File: src/rtl/noc_traffic_gen.sv
// Synthetic wormhole traffic generator for one local port of a BiNoC mesh.
// Emits PKT_LEN-flit packets over a valid/ready handshake toward fixed,
// uniform-random or transpose destinations, and keeps run statistics.
module noc_traffic_gen #(
    parameter int          MESH_X    = 3,
    parameter int          MESH_Y    = 3,
    parameter int          SRC_X     = 0,
    parameter int          SRC_Y     = 0,
    parameter int          FLIT_W    = 32,
    parameter int          PKT_LEN   = 4,
    parameter logic [15:0] LFSR_SEED = 16'hACE1
) (
    input  logic              clk,
    input  logic              rst,
    input  logic              enable,
    input  logic              start,
    input  logic [1:0]        cfg_mode,
    input  logic [3:0]        cfg_dst_x,
    input  logic [3:0]        cfg_dst_y,
    input  logic [15:0]       cfg_num_pkts,
    input  logic [7:0]        cfg_gap,
    output logic [FLIT_W-1:0] flit_data,
    output logic              flit_valid,
    input  logic              flit_ready,
    output logic              busy,
    output logic              done,
    output logic [15:0]       pkt_cnt,
    output logic [31:0]       flit_cnt,
    output logic [31:0]       stall_cnt
);

    typedef enum logic [2:0] {
        S_IDLE,
        S_HEAD,
        S_BODY,
        S_TAIL,
        S_GAP,
        S_DONE
    } state_e;

    // Sequence-number field widths in head and body/tail flits
    localparam int HSW = FLIT_W - 18;
    localparam int BSW = FLIT_W - 10;

    // Transpose destination, clamped into the mesh
    localparam logic [3:0] TR_X = (SRC_Y > MESH_X - 1) ? 4'(MESH_X - 1) : 4'(SRC_Y);
    localparam logic [3:0] TR_Y = (SRC_X > MESH_Y - 1) ? 4'(MESH_Y - 1) : 4'(SRC_X);

    state_e      state_q, state_d;
    logic [15:0] pkt_cnt_q, pkt_cnt_d;
    logic [31:0] flit_cnt_q, flit_cnt_d;
    logic [31:0] stall_cnt_q, stall_cnt_d;
    logic [7:0]  idx_q, idx_d;
    logic [7:0]  gap_q, gap_d;
    logic [3:0]  dst_x_q, dst_x_d;
    logic [3:0]  dst_y_q, dst_y_d;
    logic [15:0] lfsr_q, lfsr_d;

    logic       accept;
    logic       pktEnd;
    logic       enterHead;
    logic       clearCnt;
    logic [3:0] selX;
    logic [3:0] selY;
    logic [HSW-1:0] seqHead;
    logic [BSW-1:0] seqBody;

    assign accept  = flit_valid && flit_ready;
    assign seqHead = HSW'(pkt_cnt_q);
    assign seqBody = BSW'(pkt_cnt_q);

    // Destination that will be latched the next time a head is entered
    always_comb begin
        selX = cfg_dst_x;
        selY = cfg_dst_y;
        case (cfg_mode)
            2'd1: begin
                selX = 4'(lfsr_q[7:0] % 8'(MESH_X));
                selY = 4'(lfsr_q[15:8] % 8'(MESH_Y));
            end
            2'd2: begin
                selX = TR_X;
                selY = TR_Y;
            end
            default: begin
                selX = cfg_dst_x;
                selY = cfg_dst_y;
            end
        endcase
    end

    // Next-state logic: packet sequencing, end-of-packet decision and counters
    always_comb begin
        state_d     = state_q;
        pkt_cnt_d   = pkt_cnt_q;
        flit_cnt_d  = flit_cnt_q;
        stall_cnt_d = stall_cnt_q;
        idx_d       = idx_q;
        gap_d       = gap_q;
        dst_x_d     = dst_x_q;
        dst_y_d     = dst_y_q;
        lfsr_d      = lfsr_q;
        pktEnd      = 1'b0;
        enterHead   = 1'b0;
        clearCnt    = 1'b0;

        case (state_q)
            S_IDLE: begin
                if (start && enable) begin
                    state_d   = S_HEAD;
                    enterHead = 1'b1;
                    clearCnt  = 1'b1;
                end
            end
            S_HEAD: begin
                if (accept) begin
                    idx_d  = 8'd1;
                    lfsr_d = {lfsr_q[14:0], lfsr_q[15] ^ lfsr_q[13] ^ lfsr_q[12] ^ lfsr_q[10]};
                    if (PKT_LEN == 1) begin
                        pktEnd = 1'b1;
                    end else if (PKT_LEN == 2) begin
                        state_d = S_TAIL;
                    end else begin
                        state_d = S_BODY;
                    end
                end
            end
            S_BODY: begin
                if (accept) begin
                    idx_d = idx_q + 8'd1;
                    if (idx_q == 8'(PKT_LEN - 2)) begin
                        state_d = S_TAIL;
                    end
                end
            end
            S_TAIL: begin
                if (accept) begin
                    pktEnd = 1'b1;
                end
            end
            S_GAP: begin
                if (gap_q == 8'd0) begin
                    state_d   = S_HEAD;
                    enterHead = 1'b1;
                end else begin
                    gap_d = gap_q - 8'd1;
                end
            end
            S_DONE: begin
                if (start && enable) begin
                    state_d   = S_HEAD;
                    enterHead = 1'b1;
                    clearCnt  = 1'b1;
                end else if (!enable) begin
                    state_d = S_IDLE;
                end
            end
            default: state_d = S_IDLE;
        endcase

        if (pktEnd) begin
            if (cfg_num_pkts != 16'd0 && (pkt_cnt_q + 16'd1) == cfg_num_pkts) begin
                state_d = S_DONE;
            end else if (!enable) begin
                state_d = S_IDLE;
            end else if (cfg_gap == 8'd0) begin
                state_d   = S_HEAD;
                enterHead = 1'b1;
            end else begin
                state_d = S_GAP;
                gap_d   = cfg_gap - 8'd1;
            end
        end

        if (enterHead) begin
            dst_x_d = selX;
            dst_y_d = selY;
            idx_d   = 8'd0;
        end

        if (accept) begin
            flit_cnt_d = flit_cnt_q + 32'd1;
        end
        if (pktEnd) begin
            pkt_cnt_d = pkt_cnt_q + 16'd1;
        end
        if (flit_valid && !flit_ready && stall_cnt_q != '1) begin
            stall_cnt_d = stall_cnt_q + 32'd1;
        end

        if (clearCnt) begin
            pkt_cnt_d   = '0;
            flit_cnt_d  = '0;
            stall_cnt_d = '0;
        end
    end

    // State and counter registers
    always_ff @(posedge clk or negedge rst) begin
        if (!rst) begin
            state_q     <= S_IDLE;
            pkt_cnt_q   <= '0;
            flit_cnt_q  <= '0;
            stall_cnt_q <= '0;
            idx_q       <= '0;
            gap_q       <= '0;
            dst_x_q     <= '0;
            dst_y_q     <= '0;
            lfsr_q      <= LFSR_SEED;
        end else begin
            state_q     <= state_d;
            pkt_cnt_q   <= pkt_cnt_d;
            flit_cnt_q  <= flit_cnt_d;
            stall_cnt_q <= stall_cnt_d;
            idx_q       <= idx_d;
            gap_q       <= gap_d;
            dst_x_q     <= dst_x_d;
            dst_y_q     <= dst_y_d;
            lfsr_q      <= lfsr_d;
        end
    end

    // Flit formatting straight from registered state, so data holds while stalled
    always_comb begin
        flit_valid = 1'b0;
        flit_data  = '0;
        case (state_q)
            S_HEAD: begin
                flit_valid = 1'b1;
                flit_data  = {((PKT_LEN == 1) ? 2'b11 : 2'b01), seqHead,
                              4'(SRC_X), 4'(SRC_Y), dst_x_q, dst_y_q};
            end
            S_BODY: begin
                flit_valid = 1'b1;
                flit_data  = {2'b00, seqBody, idx_q};
            end
            S_TAIL: begin
                flit_valid = 1'b1;
                flit_data  = {2'b10, seqBody, idx_q};
            end
            default: begin
                flit_valid = 1'b0;
                flit_data  = '0;
            end
        endcase
    end

    assign busy      = (state_q != S_IDLE) && (state_q != S_DONE);
    assign done      = (state_q == S_DONE);
    assign pkt_cnt   = pkt_cnt_q;
    assign flit_cnt  = flit_cnt_q;
    assign stall_cnt = stall_cnt_q;

endmodule

File: config.mk
export PLATFORM = sky130hd
export DESIGN_NAME = noc_traffic_gen
export DESIGN_NICKNAME = d
export VERILOG_FILES = /design/src/rtl/noc_traffic_gen.sv
export SDC_FILE = /design/constraint.sdc
export NUM_CORES = 1
export LEC_CHECK = 0
export ABC_AREA = 1
export CAP_MARGIN = 15
export CORE_UTILIZATION = 53
export DETAILED_ROUTE_END_ITERATION = 10
export GPL_ROUTABILITY_DRIVEN = 0
export PLACE_DENSITY = 0.86
export SYNTH_ARGS = -nofsm -noshare
export SYNTH_HDL_FRONTEND = slang
export SYNTH_SLANG_ARGS = --single-unit
export TNS_END_PERCENT = 1
File: constraint.sdc
create_clock -name clk -period 3.2 [get_ports clk]
set_input_delay 0.64 -clock clk [delete_from_list [all_inputs] [get_ports clk]]
set_output_delay 0.64 -clock clk [all_outputs]
set_load 0.01 [all_outputs]
After elaboration in Yosys (flattened, before gate mapping)
Index checks and enable logic that the tools add are counted.
- $add $sub $neg: 6
- divide/modulo/power cells: 2
- equal/unequal tests: 20
- multiplexer cells: 42
- bitwise gates (word level): 3
- reductions and logical operators: 21
- operators by type and width (operator ; number):
    32-bit two-way mux ; 4
    32-bit one-hot mux with 3 select lines ; 1
    8-bit two-way mux ; 9
    32-bit by 1-bit adder with 32-bit output, second input constant ; 2
    3-bit two-way mux ; 11
    16-bit two-way mux ; 2
    32-bit != test, second input constant ; 1
    3-bit != test, second input constant ; 8
    3-bit one-hot mux with 6 select lines ; 1
    16-bit by 1-bit adder with 16-bit output, second input constant ; 1
    16-bit equality test ; 1
    8-bit logical NOT ; 2
    8-bit by 2-bit modulo with 8-bit output, second input constant ; 2
    4-bit one-hot mux with 2 select lines ; 2
    8-bit one-hot mux with 2 select lines ; 1
    16-bit nonzero test ; 1
    8-bit by 1-bit subtractor with 8-bit output, second input constant ; 2
    1-bit two-way mux ; 10
    8-bit by 1-bit adder with 8-bit output, second input constant ; 1
    8-bit by 2-bit equality test with 1-bit output, second input constant ; 1
    7-bit AND reduction ; 1
    3-bit by 2-bit equality test with 1-bit output, second input constant ; 2
    3-bit equality test, second input constant ; 2
    1-bit logical AND ; 6
    15 further kinds ; 20
- flip-flop bits (word level): 123
- input port bits: 39
- output and inout port bits: 115
- word-level logic and storage cells: 103

Longest topological paths before layout
Gate-level depths: netlist of the first run.
- word-level depth: 9
- gate-level depth with buffers: 29
- depth with buffers taken out: 29

Least setup slack after synthesis of the first run
OpenSTA, ideal clock, no wires.
- path kind: flip-flop to flip-flop
- from: register lfsr_q[7]
- to: register dst_x_q[2]
- setup time: 117 ps
- arrival: 2839 ps
- data required time: 3083 ps
- slack: 245 ps
- cell stages (with the launch flop): 28
- path buffers: 0
- period minus slack after synthesis: 2955 ps
- cells stage by stage: dfstp_2 inv_1 nor2_1 o21ai_1 o21ai_0 nor2_1 nor2_1 nand2_1 nand2_1 nand3_1 nand2_1 nand2_1 nand2_1 inv_1 ha_1 nor2_2 nand3_1 nand2_1 inv_1 ha_1 inv_1 nand3_1 nor2_1 nor2_1 nand2_1 nand2_1 nand2_1 nand2_1
- cells in the longest elaborated chain, start to end: 2
- RTL lines (item ; line ; RTL):
    start, declared ; 57 ; logic [15:0] lfsr_q, lfsr_d;
    start signal, assigned ; 219 ; lfsr_q <= lfsr_d;
    8-bit by 2-bit modulo with 8-bit output ; 78 ; selX = 4'(lfsr_q[7:0] % 8'(MESH_X));
    4-bit one-hot mux with 2 select lines ; 76 ; case (cfg_mode)
    end signal, assigned ; 217 ; dst_x_q <= dst_x_d;
    end, declared ; 55 ; logic [3:0] dst_x_q, dst_x_d;
Every way passes these cells.
A chain may end at the register's enable or synchronous reset.

Worst setup path in the final report of the first run
- from: register lfsr_q[6]
- to: register dst_x_q[2]
The elaborated chain is that of the path after synthesis.

==> results.md, run 1 <==
- Per-cell routed wire length: 14.9 um
- Bufs on Longest Clock Path: 2
- CP arrival: 3.48 ns
- GRT Overall Usage: 28.3%
- CTS Buf Count: 17
- Max-slew violations: 0
- Critical Path RT: 3.51 ns
- Max FO, Critical Path: 5
- Total power: 6.44 mW
- Status: finished, final reports clean
- Static Leak: 4.51 nW
- DRT antenna net count: 0
- Later-pin clock latency in the skew report: 0.43 ns
- IO Pins: 154
- Combinational Power Share: 36.9%
- # rows: 44
- Clock root buffer: clkbuf_16
- Area of the multi-input gates: 0.00427 mm^2
- Initial antenna violation count: 0
- Synth top cells by count: nand2_1 (221), inv_1 (166), dfrtp_1 (115), nor2_1 (91), o21ai_0 (85)
- Vias: 8,043
- Die X: 124 um
- Final TNS setup: 0 ns
- CTS sink cnt: 123
- Initial DRC count: 670
- Placed standard-cell area: 0.00968 mm^2
- Final Hold Viols: 0
- Cell mode on critical path: nand2_1
- Cell total after placement: 1,418
- Most frequent cell after synthesis: nand2_1
- Mean Syn Cell Area: 7.27 um^2
- Critical path class: flip-flop to flip-flop
- Library cells used by synthesis: 50
- #FFs+latches synth: 123
- Clock power frac: 29.9%
- Ratio of cells with drive above 1 in the final layout: 12.6%
- Ranking of synthesized cells by area: dfrtp_1 (37%), nand2_1 (11%), inv_1 (7.9%)
- Post-DP HPWL: 15.2 mm
- Detailed Routing Iterations Pass 1: 8
- RSZ-0062 raised after global routing: yes
- Tightest Hold Check Type: input pin to async pin
- Post-Syn Nets: 1,133
- Largest net degree at the start of global routing: 79
- IO Port Bufs: 153
- Vias in the first global route: 7,199
- Worst slew margin: 40.3%
- Sw frac: 36.4%
- Sequential fraction of design power: 33.1%
- Synth Cell Area: 0.00786 mm^2
- Number of warnings issued by yosys: 0
- # diodes: 0
- FF+latch area: 0.00309 mm^2
- Element type at the critical path start: flip-flop
- Final setup violation count: 0
- Core ar.: 0.0145 mm^2
- CP max stage delay: 0.56 ns
- Final non-filler cell total: 1,459
- FMAX: 316 MHz
- Finished Cell Area: 0.0106 mm^2
- Slowest CP cell: dfstp_2
- Dpl ws: -0.0709 ns
- Int Pwr: 4.10 mW
- Drt total wl: 21.7 mm
- Power density cells: 610 mW/mm^2
- Vias/cell: 5.51
- CP endpoint kind: flip-flop
- Initial core utilization: 54.3%
- Min cycle time layout: 3.16 ns
- EDFF count, synth: 0
- Peak supply drop: 488 uV
- # DRC: 0
- DIE HEIGHT: 124 um
- WHS: 0.0531 ns
- Top cell type's share of synthesized area: 36.6%
- Die area: 0.0153 mm^2
- Post-synth ARST share: 100%
- Fillers: 1,104
- Clock Skew: 0.0105 ns
- Worst setup slack after layout: 0.0371 ns
- Hold buffer count at CTS: 0
- Layout net count: 1,314
- Max Cap Viol: 0
- First-pass GRT wire length: 34.0 mm
- GR Overflow Total: 0
- Fin crit share: 98.8%
- Worst Max-Slew Pin Slew: 0.894 ns
- Post-layout util: 72.9%
- Leading area contributor after synthesis: dfrtp_1
- Switching pwr: 2.34 mW
- Synth Instances: 1,081
- P&R area growth vs syn: 34.2%
- Seq/Total Area, Yosys: 39.3%
- Dominant synthesized flop cell: dfrtp_1
- CTS tree: built
- CTS HTree Levels: 4
- Clock transition at path regs: 0.06 ns
==> repair_timing <==
action,in CTS,in global routing
setup buffers,0,9
pin swaps,4,18
setup endpoints to repair,8,8
resized for setup,13,49
==> layer usage <==
metal	GRT usage, %	share of wire [%]
met5	0	0
met4	10.8	2.2
met3	4.53	5.3
met2	46.8	49
met1	37.3	43
==> logic make-up after synthesis <==
| logic type | Yosys count | share of synthesized area, % |
|---|---|---|
| AO/OA/AOI/OAI | 224 | 16.0 |
| XOR/XNOR | 28 | 3.12 |
| adder cells (fa/ha/maj) | 13 | 2.07 |
| buffers and inverters | 189 | 9.22 |
| flip-flops | 123 | 39.3 |
| AND/OR/NAND/NOR | 504 | 30.3 |
==> worst max-delay path: cells and delay by family (launching register included) <==
family / cells / cell delay (ns)
AND/OR/NAND/NOR: 17 / 1.40
flip-flops: 1 / 0.56
buffers and inverters: 4 / 0.28
AO/OA/AOI/OAI: 3 / 0.50
adder cells (fa/ha/maj): 2 / 0.32
==> cell type report <==
cell class              instances  area share [%]
repair buffers                179            16.5
flip-flops and latches        123            29.3
multi-input cells             769            40.5
clock inverters                 8            1.11
well taps                     184            2.18
inverters                     172            6.12
clock buffers                  24            4.38
==> worst paths after layout <==
check                           cells after the start       start            to  slack [ns]
worst max-delay path                               26   lfsr_q[6]    dst_x_q[2]        0.04
worst min-delay path                                1         rst  stall_cnt[5]        0.05
worst max register to register                     26   lfsr_q[6]    dst_x_q[2]        0.04
worst min register to register                      2  dst_x_q[2]    dst_x_q[2]        0.51
max in group asynchronous                           2         rst    state_q[0]        2.44
min in group clk                                    2  dst_x_q[2]    dst_x_q[2]        0.51
==> layout by cell type, fill, tap and decap left out, types with 20 or more instances in the layout <==
cell type | netlist | final
dfrtp_1 | 115 | 115
o22ai_1 | 21 | 21
nor3_1 | 44 | 44
inv_1 | 166 | 161
nand2_2 | 9 | 20
nand3_1 | 68 | 61
a21oi_1 | 65 | 63
nor2_1 | 91 | 80
o21ai_0 | 85 | 82
buf_4 | 0 | 25
clkdlybuf4s50_1 | 0 | 152
nand2_1 | 221 | 210
==> state kept, by name (all words and copies together) (netlist names), 4 cells and up <==
name       count
flit_cnt      32
stall_cnt     32
lfsr_q        16
pkt_cnt       16
gap_q          8
idx_q          8
dst_x_q        4
dst_y_q        4
==> power by group through the flow <==
stage	Sequential, mW	Combinational [mW]	Clock (mW)
floorplan	2.16	1.28	0
global placement	2.14	2.31	0
detailed placement	2.15	2.36	0
CTS	2.13	2.37	1.94
global route	2.18	2.61	2.02
finish	2.13	2.38	1.93
Note: power is estimated with default switching activity, not from simulation.
==> inputs of run 2 (changes only) <==
Settings changed: CORE_MARGIN set to 3.
==> results.md, run 2 (same netlist as run 1, synthesis figures left out) <==
- CP endpoint kind: flip-flop (unchanged)
- Critical path class: flip-flop to flip-flop (unchanged)
- Bufs on Longest Clock Path: 2 (unchanged)
- CTS HTree Levels: 4 (unchanged)
- Static Leak: 4.51 nW (about the same)
- CP arrival: 3.47 ns (was 3.48 ns)
- Worst Max-Slew Pin Slew: 0.892 ns (was 0.894 ns)
- Max-slew violations: 0 (unchanged)
- CTS tree: built (unchanged)
- Min cycle time layout: 3.13 ns (was 3.16 ns)
- Final Hold Viols: 0 (unchanged)
- Power density cells: 608 mW/mm^2 (was 610 mW/mm^2)
- Fin crit share: 97.9% (was 98.8%)
- Fillers: 1,051 (was 1,104)
- Tightest Hold Check Type: input pin to async pin (unchanged)
- Clock transition at path regs: 0.06 ns (about the same)
- First-pass GRT wire length: 35.3 mm (was 34.0 mm)
- # diodes: 0 (unchanged)
- Cell total after placement: 1,414 (was 1,418)
- Final setup violation count: 0 (unchanged)
- Die area: 0.0163 mm^2 (was 0.0153 mm^2)
- Initial antenna violation count: 0 (unchanged)
- Largest net degree at the start of global routing: 54 (was 79)
- Final non-filler cell total: 1,453 (was 1,459)
- DRT antenna net count: 0 (unchanged)
- Vias in the first global route: 7,364 (was 7,199)
- Element type at the critical path start: flip-flop (unchanged)
- GR Overflow Total: 0 (unchanged)
- Vias: 8,032 (was 8,043)
- Worst slew margin: 40.4% (was 40.3%)
- Ratio of cells with drive above 1 in the final layout: 14.1% (was 12.6%)
- # DRC: 0 (unchanged)
- FMAX: 319 MHz (was 316 MHz)
- Initial core utilization: 55.3% (was 54.3%)
- Max Cap Viol: 0 (unchanged)
- DIE HEIGHT: 128 um (was 124 um)
- IO Port Bufs: 153 (unchanged)
- Per-cell routed wire length: 15.1 um (was 14.9 um)
- Hold buffer count at CTS: 0 (unchanged)
- Detailed Routing Iterations Pass 1: 5 (was 8)
- Commonest non-fill, non-tap cell in the layout: nand2_1 (unchanged)
- Max FO, Critical Path: 5 (unchanged)
- Core ar.: 0.0142 mm^2 (was 0.0145 mm^2)
- Initial DRC count: 604 (was 670)
- CTS sink cnt: 123 (unchanged)
- Drt total wl: 22.0 mm (was 21.7 mm)
- Later-pin clock latency in the skew report: 0.42 ns (was 0.43 ns)
- Peak supply drop: 443 uV (was 488 uV)
- Post-DP HPWL: 15.9 mm (was 15.2 mm)
- Total power: 6.42 mW (was 6.44 mW)
- Vias/cell: 5.53 (was 5.51)
- Status: finished, final reports clean (unchanged)
- Most frequent cells in the layout: nand2_1 (206), inv_1 (158), clkdlybuf4s50_1 (152) (was nand2_1 (210), inv_1 (161), clkdlybuf4s50_1 (152))
- Clock Skew: 0.00792 ns (was 0.0105 ns)
- Layout net count: 1,314 (unchanged)
- # rows: 43 (was 44)
- CTS Buf Count: 17 (unchanged)
- Clock root buffer: clkbuf_16 (unchanged)
- P&R area growth vs syn: 34.5% (was 34.2%)
- GRT Overall Usage: 26.4% (was 28.3%)
- Die X: 128 um (was 124 um)
- RSZ-0062 raised after global routing: yes (unchanged)
- Critical Path RT: 3.53 ns (was 3.51 ns)
- IO Pins: 154 (unchanged)
[run 2: final timing paths]
path                          startpoint             to  slack [ns]  cells past startpoint
max in group asynchronous            rst     lfsr_q[15]        2.14                      2
max reg2reg                    lfsr_q[6]     dst_x_q[0]        0.07                     26
min                                  rst  stall_cnt[15]        0.20                      1
min reg2reg                stall_cnt[23]  stall_cnt[23]        0.49                      1
min in group clk           stall_cnt[23]  stall_cnt[23]        0.49                      1
max                            lfsr_q[6]     dst_x_q[0]        0.07                     26
[run 2: through the flow]
stage	setup slack [ns]	util [%]	hold WS (ns)	setup TNS (ns)	area [um^2]
2_1_floorplan	0.245	-	0.344	0	7860
3_3_place_gp	0.0645	68.1	0.482	0	9680
3_5_place_dp	-0.151	68.1	0.479	-0.458	9680
4_1_cts	0.00900	72.4	0.215	0	10300
5_1_grt	-0.167	74.4	0.238	-0.955	10600
6_report	0.0658	74.4	0.202	0	10600
[run 2: area by class of cell]
class	count	area, um^2	area share, %
Timing Repair Buffer	179	1740	16.4
Clock inverter	7	90.1	0.852
Sequential cell	123	3090	29.2
Multi-Input combinational cell	769	4300	40.7
Tap cell	180	225	2.13
Clock buffer	23	488	4.62
Inverter	172	646	6.11
[run 2: repair_timing]
| action | CTS | global route |
|---|---|---|
| endpoints found under the hold margin | 0 | 0 |
| pin swaps | 1 | 23 |
| setup endpoints to repair | 6 | 8 |
| setup buffers | 0 | 9 |
| resized for setup | 9 | 69 |
[run 2: power by group]
group          internal, mW  leakage [nW]  switching, mW  total [mW]
clock network          1.21         0.281          0.676        1.89
logic                  1.03          2.59           1.36        2.39
registers              1.84          1.63          0.305        2.14
[run 2: layer usage]
metal	up-vias	wire length [um]	track usage, %
li1	3944	-	-
met2	263	11000	44.2
met4	0	423	7.80
met1	3787	9390	35.5
met3	38	1180	4.33
met5	-	0	0
[run 2: worst max-delay path: stages, from the launching register on]
cell     delay (ns)
dfstp_2        0.59
inv_2          0.08
nand3_1        0.11
nand2_1        0.07
nand2_1        0.09
nand2_1        0.07
inv_2          0.07
o21ai_4        0.07
nor2_2         0.14
inv_1          0.06
nand2_2        0.10
nand2_2        0.07
nand2_2        0.08
nand2_2        0.06
inv_2          0.07
ha_4           0.15
nor2_4         0.05
nand2_2        0.08
nand2_2        0.07
nand2_2        0.08
inv_1          0.04
ha_2           0.17
inv_2          0.06
nand3_4        0.10
o21ai_1        0.22
nand3_1        0.11
a21oi_1        0.17
==> inputs of run 3 (changes only) <==
Settings changed: CORE_MARGIN 3 to 2.
==> results.md, run 3 (same netlist as run 1, synthesis figures left out) <==
- Clock transition at path regs: 0.06 ns (about the same)
- Cell mode on critical path: nor2_4 (was nand2_2)
- GR Overflow Total: 0 (unchanged)
- Per-cell routed wire length: 15.7 um (was 15.1 um)
- Switching pwr: 2.40 mW (was 2.34 mW)
- # diodes: 0 (unchanged)
- Final Hold Viols: 0 (unchanged)
- Core ar.: 0.0145 mm^2 (was 0.0142 mm^2)
- Max-slew violations: 0 (unchanged)
- Clock power frac: 30.9% (was 29.4%)
- Detailed Routing Iterations Pass 1: 7 (was 5)
- Element type at the critical path start: flip-flop (unchanged)
- Failing checks: setup timing
- Die area: 0.0158 mm^2 (was 0.0163 mm^2)
- DIE HEIGHT: 126 um (was 128 um)
- Sequential fraction of design power: 32.5% (was 33.3%)
- Post-DP HPWL: 15.7 mm (was 15.9 mm)
- GRT Overall Usage: 28.2% (was 26.4%)
- Initial DRC count: 677 (was 604)
- CTS HTree Levels: 4 (unchanged)
- Max FO, Critical Path: 4 (was 5)
- Critical path class: flip-flop to flip-flop (unchanged)
- Combinational Power Share: 36.6% (was 37.2%)
- # rows: 44 (was 43)
- Tightest Hold Check Type: input pin to async pin (unchanged)
- Bufs on Longest Clock Path: 2 (unchanged)
- Cell total after placement: 1,419 (was 1,414)
- Later-pin clock latency in the skew report: 0.43 ns (was 0.42 ns)
- Slowest CP cell: dfstp_2 (unchanged)
- Hold buffer count at CTS: 0 (unchanged)
- Max Cap Viol: 0 (unchanged)
- Layout net count: 1,326 (was 1,314)
- Vias: 8,327 (was 8,032)
- Sw frac: 36.6% (was 36.5%)
- WHS: 0.192 ns (was 0.202 ns)
- CP endpoint kind: flip-flop (unchanged)
- Final non-filler cell total: 1,471 (was 1,453)
- P&R area growth vs syn: 36.1% (was 34.5%)
- Vias in the first global route: 7,725 (was 7,364)
- CP max stage delay: 0.56 ns (was 0.59 ns)
- Peak supply drop: 519 uV (was 443 uV)
- Worst Max-Slew Pin Slew: 0.953 ns (was 0.892 ns)
- Drt total wl: 23.1 mm (was 22.0 mm)
- RSZ-0062 raised after global routing: yes (unchanged)
- Worst setup slack after layout: -0.151 ns (was 0.0658 ns)
- Worst slew margin: 36.3% (was 40.4%)
- Most frequent cells in the layout: nand2_1 (209), inv_1 (160), clkdlybuf4s50_1 (152) (was nand2_1 (206), inv_1 (158), clkdlybuf4s50_1 (152))
- Static Leak: 4.58 nW (was 4.51 nW)
- Final TNS setup: -0.458 ns (was 0 ns)
- IO Pins: 154 (unchanged)
- Clock root buffer: clkbuf_16 (unchanged)
- # DRC: 0 (unchanged)
- Largest net degree at the start of global routing: 45 (was 54)
- Initial core utilization: 54.1% (was 55.3%)
- Final setup violation count: 4 (was 0)
- FMAX: 298 MHz (was 319 MHz)
- Critical Path RT: 3.51 ns (was 3.53 ns)
- Die X: 126 um (was 128 um)
- Fin crit share: 105% (was 97.9%)
- Fillers: 1,110 (was 1,051)
- CTS sink cnt: 123 (unchanged)
- CP arrival: 3.66 ns (was 3.47 ns)
- Initial antenna violation count: 0 (unchanged)
- Ratio of cells with drive above 1 in the final layout: 14.5% (was 14.1%)
- First-pass GRT wire length: 36.8 mm (was 35.3 mm)
- Power density cells: 614 mW/mm^2 (was 608 mW/mm^2)
- DRT antenna net count: 0 (unchanged)
- CTS tree: built (unchanged)
- CTS Buf Count: 17 (unchanged)
- Int Pwr: 4.16 mW (was 4.08 mW)
- Status: finished with violations (was finished, final reports clean)
- Clock Skew: 0.00737 ns (was 0.00792 ns)
- Vias/cell: 5.66 (was 5.53)
- Min cycle time layout: 3.35 ns (was 3.13 ns)
- IO Port Bufs: 153 (unchanged)
- Commonest non-fill, non-tap cell in the layout: nand2_1 (unchanged)
-- run 3: changes by cell type in the layout (fill, tap and decap cells not counted), moves of 3 or more --
cell / before / now
nand2_1: 206 / 209
clkinv_4: 0 / 3
buf_4: 26 / 39
a21oi_1: 59 / 63
nand2_2: 23 / 20
a21oi_2: 7 / 3
-- run 3: layout make-up --
type | count | area, um^2 | area share, %
Multi-Input combinational cell | 769 | 4300 | 40.2
Sequential cell | 123 | 3090 | 28.9
Inverter | 172 | 646 | 6.03
Timing Repair Buffer | 191 | 1810 | 17.0
Tap cell | 184 | 230 | 2.15
Clock buffer | 22 | 484 | 4.52
Clock inverter | 10 | 139 | 1.30
-- run 3: per-stage QoR --
step	utilization (%)	power (mW)	instance area, um^2	setup WS, ns
5_1_grt	73.6	6.91	10700	-0.292
2_1_floorplan	-	3.43	7860	0.245
3_5_place_dp	66.6	4.50	9680	-0.170
4_1_cts	71.7	6.56	10400	0.0218
3_3_place_gp	66.6	4.45	9680	0.0657
6_report	73.6	6.57	10700	-0.151
-- run 3: path summary, 6_finish.rpt --
path                       cells past startpoint       endpoint  slack [ns]          start
setup / recovery                              25     dst_x_q[2]       -0.15      lfsr_q[6]
max in group asynchronous                      2       gap_q[2]        2.09            rst
hold / removal                                 1      lfsr_q[9]        0.19            rst
hold reg to reg                                1  stall_cnt[23]        0.51  stall_cnt[23]
setup reg to reg                              25     dst_x_q[2]       -0.15      lfsr_q[6]
min in group clk                               1  stall_cnt[23]        0.51  stall_cnt[23]
-- run 3: critical path: cells and delay by family (launching register included) --
kind                       cells  cell delay [ns]
DFF                            1             0.56
buffers and inverters          5             0.52
and+or+nand+nor               16             1.45
AOI/OAI and AO/OA              3             0.50
adders and majority gates      1             0.17
-- run 3: what timing repair did --
| action | 4_1_cts | 5_1_grt |
|---|---|---|
| resized for setup | 19 | 52 |
| cloned | 0 | 0 |
| setup endpoints to repair | 8 | 18 |
| setup buffers | 8 | 12 |
| pin swaps | 3 | 21 |
-- run 3: power by group through the flow --
stage | Combinational [mW] | Sequential (mW) | Clock [mW]
global placement | 2.31 | 2.14 | 0
global route | 2.61 | 2.18 | 2.12
CTS | 2.39 | 2.13 | 2.04
finish | 2.41 | 2.13 | 2.03
detailed placement | 2.36 | 2.14 | 0
floorplan | 1.28 | 2.16 | 0
-- run 3: per-layer routing --
metal  share of wire [%]  GRT usage, %
met1                  42          36.0
met2                  49          48.4
met3                 5.9          5.23
met4                 3.0          9.63
met5                   0             0
